==> src/rtl/serial_tx_arbiter.sv <==
// Round-robin arbiter sharing one byte-wide serial transmit port between
// NUM_REQ byte-stream requesters. A granted requester keeps the port until
// its packet ends, it drops req_valid, or MAX_BURST bytes have been sent.
//
// state | meaning
// ------+---------------------------------------------------------------
// IDLE  | no owner; pick next valid requester from rr upward
// ISSUE | owner granted; send its byte once the serial port is not busy
// HOLD  | one cycle after the strobe while tx_busy catches up
// DRAIN | wait for tx_busy low, then release or issue the next byte
module serial_tx_arbiter #(
  parameter int NUM_REQ   = 2,
  parameter int MAX_BURST = 16
) (
  input  logic                   clk,
  input  logic                   rst,
  input  logic [8*NUM_REQ-1:0]   req_data,
  input  logic [NUM_REQ-1:0]     req_valid,
  input  logic [NUM_REQ-1:0]     req_last,
  output logic [NUM_REQ-1:0]     req_ready,
  output logic [NUM_REQ-1:0]     grant,
  output logic [7:0]             ser_tx_data,
  output logic                   ser_new_tx_data,
  input  logic                   ser_tx_busy
);

  localparam int IDX_W = (NUM_REQ > 1) ? $clog2(NUM_REQ) : 1;
  localparam logic [7:0] MAX_CNT = 8'(MAX_BURST);
  localparam logic [IDX_W-1:0] LAST_IDX = IDX_W'(NUM_REQ - 1);

  typedef enum logic [1:0] {S_IDLE, S_ISSUE, S_HOLD, S_DRAIN} state_t;

  state_t             state, state_nxt;
  logic [IDX_W-1:0]   gidx, gidx_nxt;
  logic [IDX_W-1:0]   rr, rr_nxt, rr_after;
  logic [7:0]         cnt, cnt_nxt;
  logic               last_q, last_nxt;
  logic [NUM_REQ-1:0] grant_nxt, ready_nxt;
  logic [7:0]         data_nxt;
  logic               strobe_nxt;
  logic               pick_found;
  logic [IDX_W-1:0]   pick_idx;
  logic [IDX_W-1:0]   cand;
  logic [7:0]         sel_data;

  assign rr_after = (gidx == LAST_IDX) ? '0 : gidx + 1'b1;

  // First valid requester at or after rr, wrapping around.
  always_comb begin
    pick_found = 1'b0;
    pick_idx   = rr;
    cand       = '0;
    for (int k = 0; k < NUM_REQ; k++) begin
      cand = IDX_W'((int'(rr) + k) % NUM_REQ);
      if (!pick_found && req_valid[cand]) begin
        pick_found = 1'b1;
        pick_idx   = cand;
      end
    end
  end

  // Byte lane of the current owner.
  always_comb begin
    sel_data = '0;
    for (int i = 0; i < NUM_REQ; i++) begin
      if (gidx == IDX_W'(i)) sel_data = req_data[8*i +: 8];
    end
  end

  // Next-state and registered-output values.
  always_comb begin
    state_nxt  = state;
    gidx_nxt   = gidx;
    rr_nxt     = rr;
    cnt_nxt    = cnt;
    last_nxt   = last_q;
    grant_nxt  = grant;
    ready_nxt  = '0;
    data_nxt   = ser_tx_data;
    strobe_nxt = 1'b0;
    case (state)
      S_IDLE: begin
        if (pick_found) begin
          gidx_nxt  = pick_idx;
          grant_nxt = {{(NUM_REQ-1){1'b0}}, 1'b1} << pick_idx;
          cnt_nxt   = '0;
          state_nxt = S_ISSUE;
        end
      end
      S_ISSUE: begin
        if (!req_valid[gidx]) begin
          grant_nxt = '0;
          rr_nxt    = rr_after;
          state_nxt = S_IDLE;
        end else if (!ser_tx_busy) begin
          data_nxt   = sel_data;
          strobe_nxt = 1'b1;
          ready_nxt  = grant;
          cnt_nxt    = (cnt < MAX_CNT) ? cnt + 8'd1 : cnt;
          last_nxt   = req_last[gidx];
          state_nxt  = S_HOLD;
        end
      end
      S_HOLD: begin
        state_nxt = S_DRAIN;
      end
      S_DRAIN: begin
        if (!ser_tx_busy) begin
          if (last_q || cnt == MAX_CNT) begin
            grant_nxt = '0;
            rr_nxt    = rr_after;
            state_nxt = S_IDLE;
          end else begin
            state_nxt = S_ISSUE;
          end
        end
      end
      default: begin
        grant_nxt = '0;
        state_nxt = S_IDLE;
      end
    endcase
  end

  // State and output registers, cleared asynchronously.
  always_ff @(posedge clk or negedge rst) begin
    if (!rst) begin
      state           <= S_IDLE;
      gidx            <= '0;
      rr              <= '0;
      cnt             <= '0;
      last_q          <= 1'b0;
      grant           <= '0;
      req_ready       <= '0;
      ser_tx_data     <= '0;
      ser_new_tx_data <= 1'b0;
    end else begin
      state           <= state_nxt;
      gidx            <= gidx_nxt;
      rr              <= rr_nxt;
      cnt             <= cnt_nxt;
      last_q          <= last_nxt;
      grant           <= grant_nxt;
      req_ready       <= ready_nxt;
      ser_tx_data     <= data_nxt;
      ser_new_tx_data <= strobe_nxt;
    end
  end

endmodule

==> config.mk <==
export PLATFORM = sky130hd
export DESIGN_NAME = serial_tx_arbiter
export DESIGN_NICKNAME = d
export VERILOG_FILES = /design/src/rtl/serial_tx_arbiter.sv
export SDC_FILE = /design/constraint.sdc
export NUM_CORES = 1
export LEC_CHECK = 0
export CAP_MARGIN = 10
export CORE_MARGIN = 1
export CORE_UTILIZATION = 46
export DETAILED_ROUTE_END_ITERATION = 10
export HOLD_SLACK_MARGIN = 0.02
export PLACE_DENSITY = 0.78
export RECOVER_POWER = 100
export SYNTH_ARGS = -nofsm -noshare
export SYNTH_HDL_FRONTEND = slang
export SYNTH_SLANG_ARGS = --single-unit
==> constraint.sdc <==
create_clock -name clk -period 1.93 [get_ports clk]
set_input_delay 0.193 -clock clk [delete_from_list [all_inputs] [get_ports clk]]
set_output_delay 0.193 -clock clk [all_outputs]
set_load 0.005 [all_outputs]
==> results.sh <==
export IMPL_rsz0062_at_grt="no"
export IMPL_synthDistinctLibCells=33
export IMPL_drtPass1Iterations=4
export IMPL_cts_tree="done"
export IMPL_netlist_top_cells_count="dfrtp_1, nor2_1, a21oi_1, mux2i_1, nand2_1"
export IMPL_grt_max_degree=27
export IMPL_numPortBuffers=35
export IMPL_p_leak_nw=0.7786
export IMPL_overflow=0
export IMPL_dieArea_mm2=0.002924
export IMPL_die_x_um=54.08
export IMPL_numClockSinks=26
export IMPL_synth_compound_area_frac=0.1204
export IMPL_synth_area_leader_cell="dfrtp_1"
export IMPL_relSlewSlack=0.09990
export IMPL_clk_latency_ps=320
export IMPL_synth_top_area_frac=0.5216
export IMPL_postRouteAntennaNets=0
export IMPL_core_region_area_mm2=0.002522
export IMPL_cts_max_level=1
export IMPL_p_comb_frac=0.438
export IMPL_synth_area_leaders="dfrtp_1, mux2i_1, a21oi_1"
export IMPL_yosysSeqAreaShare=0.5216
export IMPL_syn2layout_area_growth_pct=31.39
export IMPL_syn_nets=141
export IMPL_critPathCaptureType="register"
export IMPL_fp_row_count=18
export IMPL_globalplace_congestion=0.7954
export IMPL_critPathRequiredTime_ps=2200
export IMPL_fin_tns_setup_ps=0
export IMPL_finClkSkew_ps=2.529
export IMPL_yosysMostFrequentCell="dfrtp_1"
export IMPL_vias=996
export IMPL_io_pins=36
export IMPL_hold_start="req_data[7]"
export IMPL_layout_drive_gt1_share=0.05844
export IMPL_grt_pass1_vias=1014
export IMPL_p_sw_frac=0.3571
export IMPL_power_density_mw_per_mm2=1181
export IMPL_intPower_mw=1.244
export IMPL_synth_xor_area_frac=0.01404
export IMPL_die_y_um=54.08
export IMPL_dpl_instance_area_mm2=0.001637
export IMPL_crit_chain="inv_1 -> ha_1 -> and4bb_1 -> a211o_1 -> o2111ai_1 -> a32o_1"
export IMPL_timing_final_crit_period_ps=1654
export IMPL_grt_total_usage=0.1966
export IMPL_worstSetupStartpointType="register"
export IMPL_n_antenna_cell=0
export IMPL_p_sw_mw=0.6911
export IMPL_max_freq_ghz=0.6045
export IMPL_synth_simple_gate_area_frac=0.1745
export IMPL_cts_root_buffer="clkbuf_4"
export IMPL_timing_rr_start="cnt[0]"
export IMPL_hold_buffers=0
export IMPL_synth_area_per_cell_um2=10.75
export IMPL_period_share=0.8571
export IMPL_synth_top_family_by_area="simple AND/OR/NAND/NOR gates"
export IMPL_synth_seq_cells=26
export IMPL_synthCells=116
export IMPL_critPathTopFamily="compound AO/OA/AOI/OAI gates"
export IMPL_worst_ep_arrival_time_ps=1920
export IMPL_cts_buffers=3
export IMPL_viasPerCell=5.413
export IMPL_wirelength_mm=2.455
export IMPL_cp_slowest_cell="dfrtp_1"
export IMPL_syn_area_mm2=0.001247
export IMPL_wire_per_inst_um=13.34
export IMPL_drc_errors=0
export IMPL_grt_pass1_wl_mm=4.112
export IMPL_hp_class="primary input to register"
export IMPL_power_frac_clock=0.119
export IMPL_ys_flop_type="dfrtp_1"
export IMPL_dp_final_hpwl_mm=1.840
export IMPL_antenna_found_initial=0
export IMPL_fin_nets=181
export IMPL_critPathLaunch="cnt[0]"
export IMPL_final_hold_viol_count=0
export IMPL_synthArstFlopShare=1.000
export IMPL_power_mw=1.935
export IMPL_path_max_fanout=5
export IMPL_finalSetupViolCount=0
export IMPL_holdWs_ps=486.0
export IMPL_ctsResizeCount=0
export IMPL_tightest_slew_ps=1350
export IMPL_final_core_util=0.6498
export IMPL_cpPeakStageDelay_ps=430
export IMPL_drt_iter0_markers=11
export IMPL_ir_worst_vdd_uv=710.4
export IMPL_cp_buffers_inverters=1
export IMPL_critPathKind="register to register"
export IMPL_status="finished clean"
export IMPL_synth_edf_count=0
export IMPL_cts_buffer_depth=2
export IMPL_design_area_mm2=0.001639
export IMPL_post_cts_buffers=0
export IMPL_synthMuxAreaShare=0.1083
export IMPL_drv_cap=0
export IMPL_synth_fa_ha_area_frac=0.02006
export IMPL_cts_clk_slew_worst_paths_ps=130
export IMPL_initial_utilization=0.4945
export IMPL_seq_power_share=0.444
export IMPL_yosys_warnings=0
export IMPL_finalMaxSlewViolations=0
-- worst reg2reg max path: cells and delay by family (launching register included) --
| family | cells | cell delay, ps |
|---|---|---|
| compound gates | 3 | 750 |
| fa+ha+maj | 1 | 180 |
| buf+inv | 1 | 60 |
| flops | 1 | 430 |
| simple gates | 1 | 190 |
-- per-stage QoR --
step / cells / setup WS [ps]
2_1_floorplan: 116 / 471.0
3_3_place_gp: 181 / 191.5
3_5_place_dp: 181 / 148.0
4_1_cts: 184 / 316.9
5_1_grt: 184 / 117.2
6_report: 184 / 275.8
-- state kept, by name (all words and copies together), names as in the netlist, named ones only --
register and count:
cnt 8, ser_tx_data 8, grant 2, req_ready 2, gidx 1, last_q 1, rr 1, ser_new_tx_data 1
state 1
-- cell usage in the layout (no fill, tap or decap), drive strengths merged --
cell	netlist	layout
a211o	1	1
a21o	1	1
a21oi	12	12
a2bb2oi	1	1
a31o	1	1
a31oi	1	1
a32o	1	1
and2	4	4
and3	4	4
and4bb	1	1
buf	4	2
clkbuf	0	5
clkdlybuf4s50	0	21
dfrtp	26	26
dlygate4sd3	0	14
ha	2	2
inv	6	6
mux2	1	1
mux2i	12	12
nand2	6	6
nand2b	1	1
nand3	2	2
nand4	2	2
nor2	16	16
nor3	2	2
nor3b	1	1
nor4	1	1
o2111ai	1	1
o21a	1	1
o21ai	2	2
o21bai	1	1
xor2	2	2
-- cell families after synthesis --
kind of cell	count (synthesis)
and+or+nand+nor	40
buffers and inverters	10
xor gates and xnor gates	2
DFF	26
muxes	13
adders and majority gates	2
AOI/OAI and AO/OA	23
-- power groups by stage --
stage	Clock (mW)	Combinational (mW)	Sequential [mW]
CTS	0.233	0.919	0.866
global route	0.258	0.939	0.889
finish	0.229	0.847	0.859
global placement	0	0.877	0.869
detailed placement	0	0.911	0.870
floorplan	0	0.542	0.855
-- metal layers --
metal | up-vias | routed length, um | track usage
met1 | 472 | 1113 | 0.2238
met3 | 5 | 141 | 0.03672
li1 | 481 | - | -
met2 | 38 | 1158 | 0.3477
met4 | 0 | 41 | 0.09829
met5 | - | 0 | 0
-- final timing paths --
kind                              endpoint  slack, ps  depth (start not counted)
max                               grant[1]        280                          6
min                         ser_tx_data[7]        490                          3
max reg2reg                       grant[1]        280                          6
min reg2reg                       grant[0]        530                          1
max in group asynchronous  ser_new_tx_data        470                          2
min in group asynchronous           cnt[3]        680                          2
-- final cells by class --
| cell class | instances | area, um^2 |
|---|---|---|
| timing repair buffer | 39 | 372.9 |
| multi-input combinational | 80 | 533.0 |
| sequential | 26 | 650.6 |
| fill | 225 | 883.3 |
| inverter | 6 | 22.52 |
| clock buffer | 3 | 22.52 |
| tap | 30 | 37.54 |
Note: power is estimated with default switching activity, not from simulation.
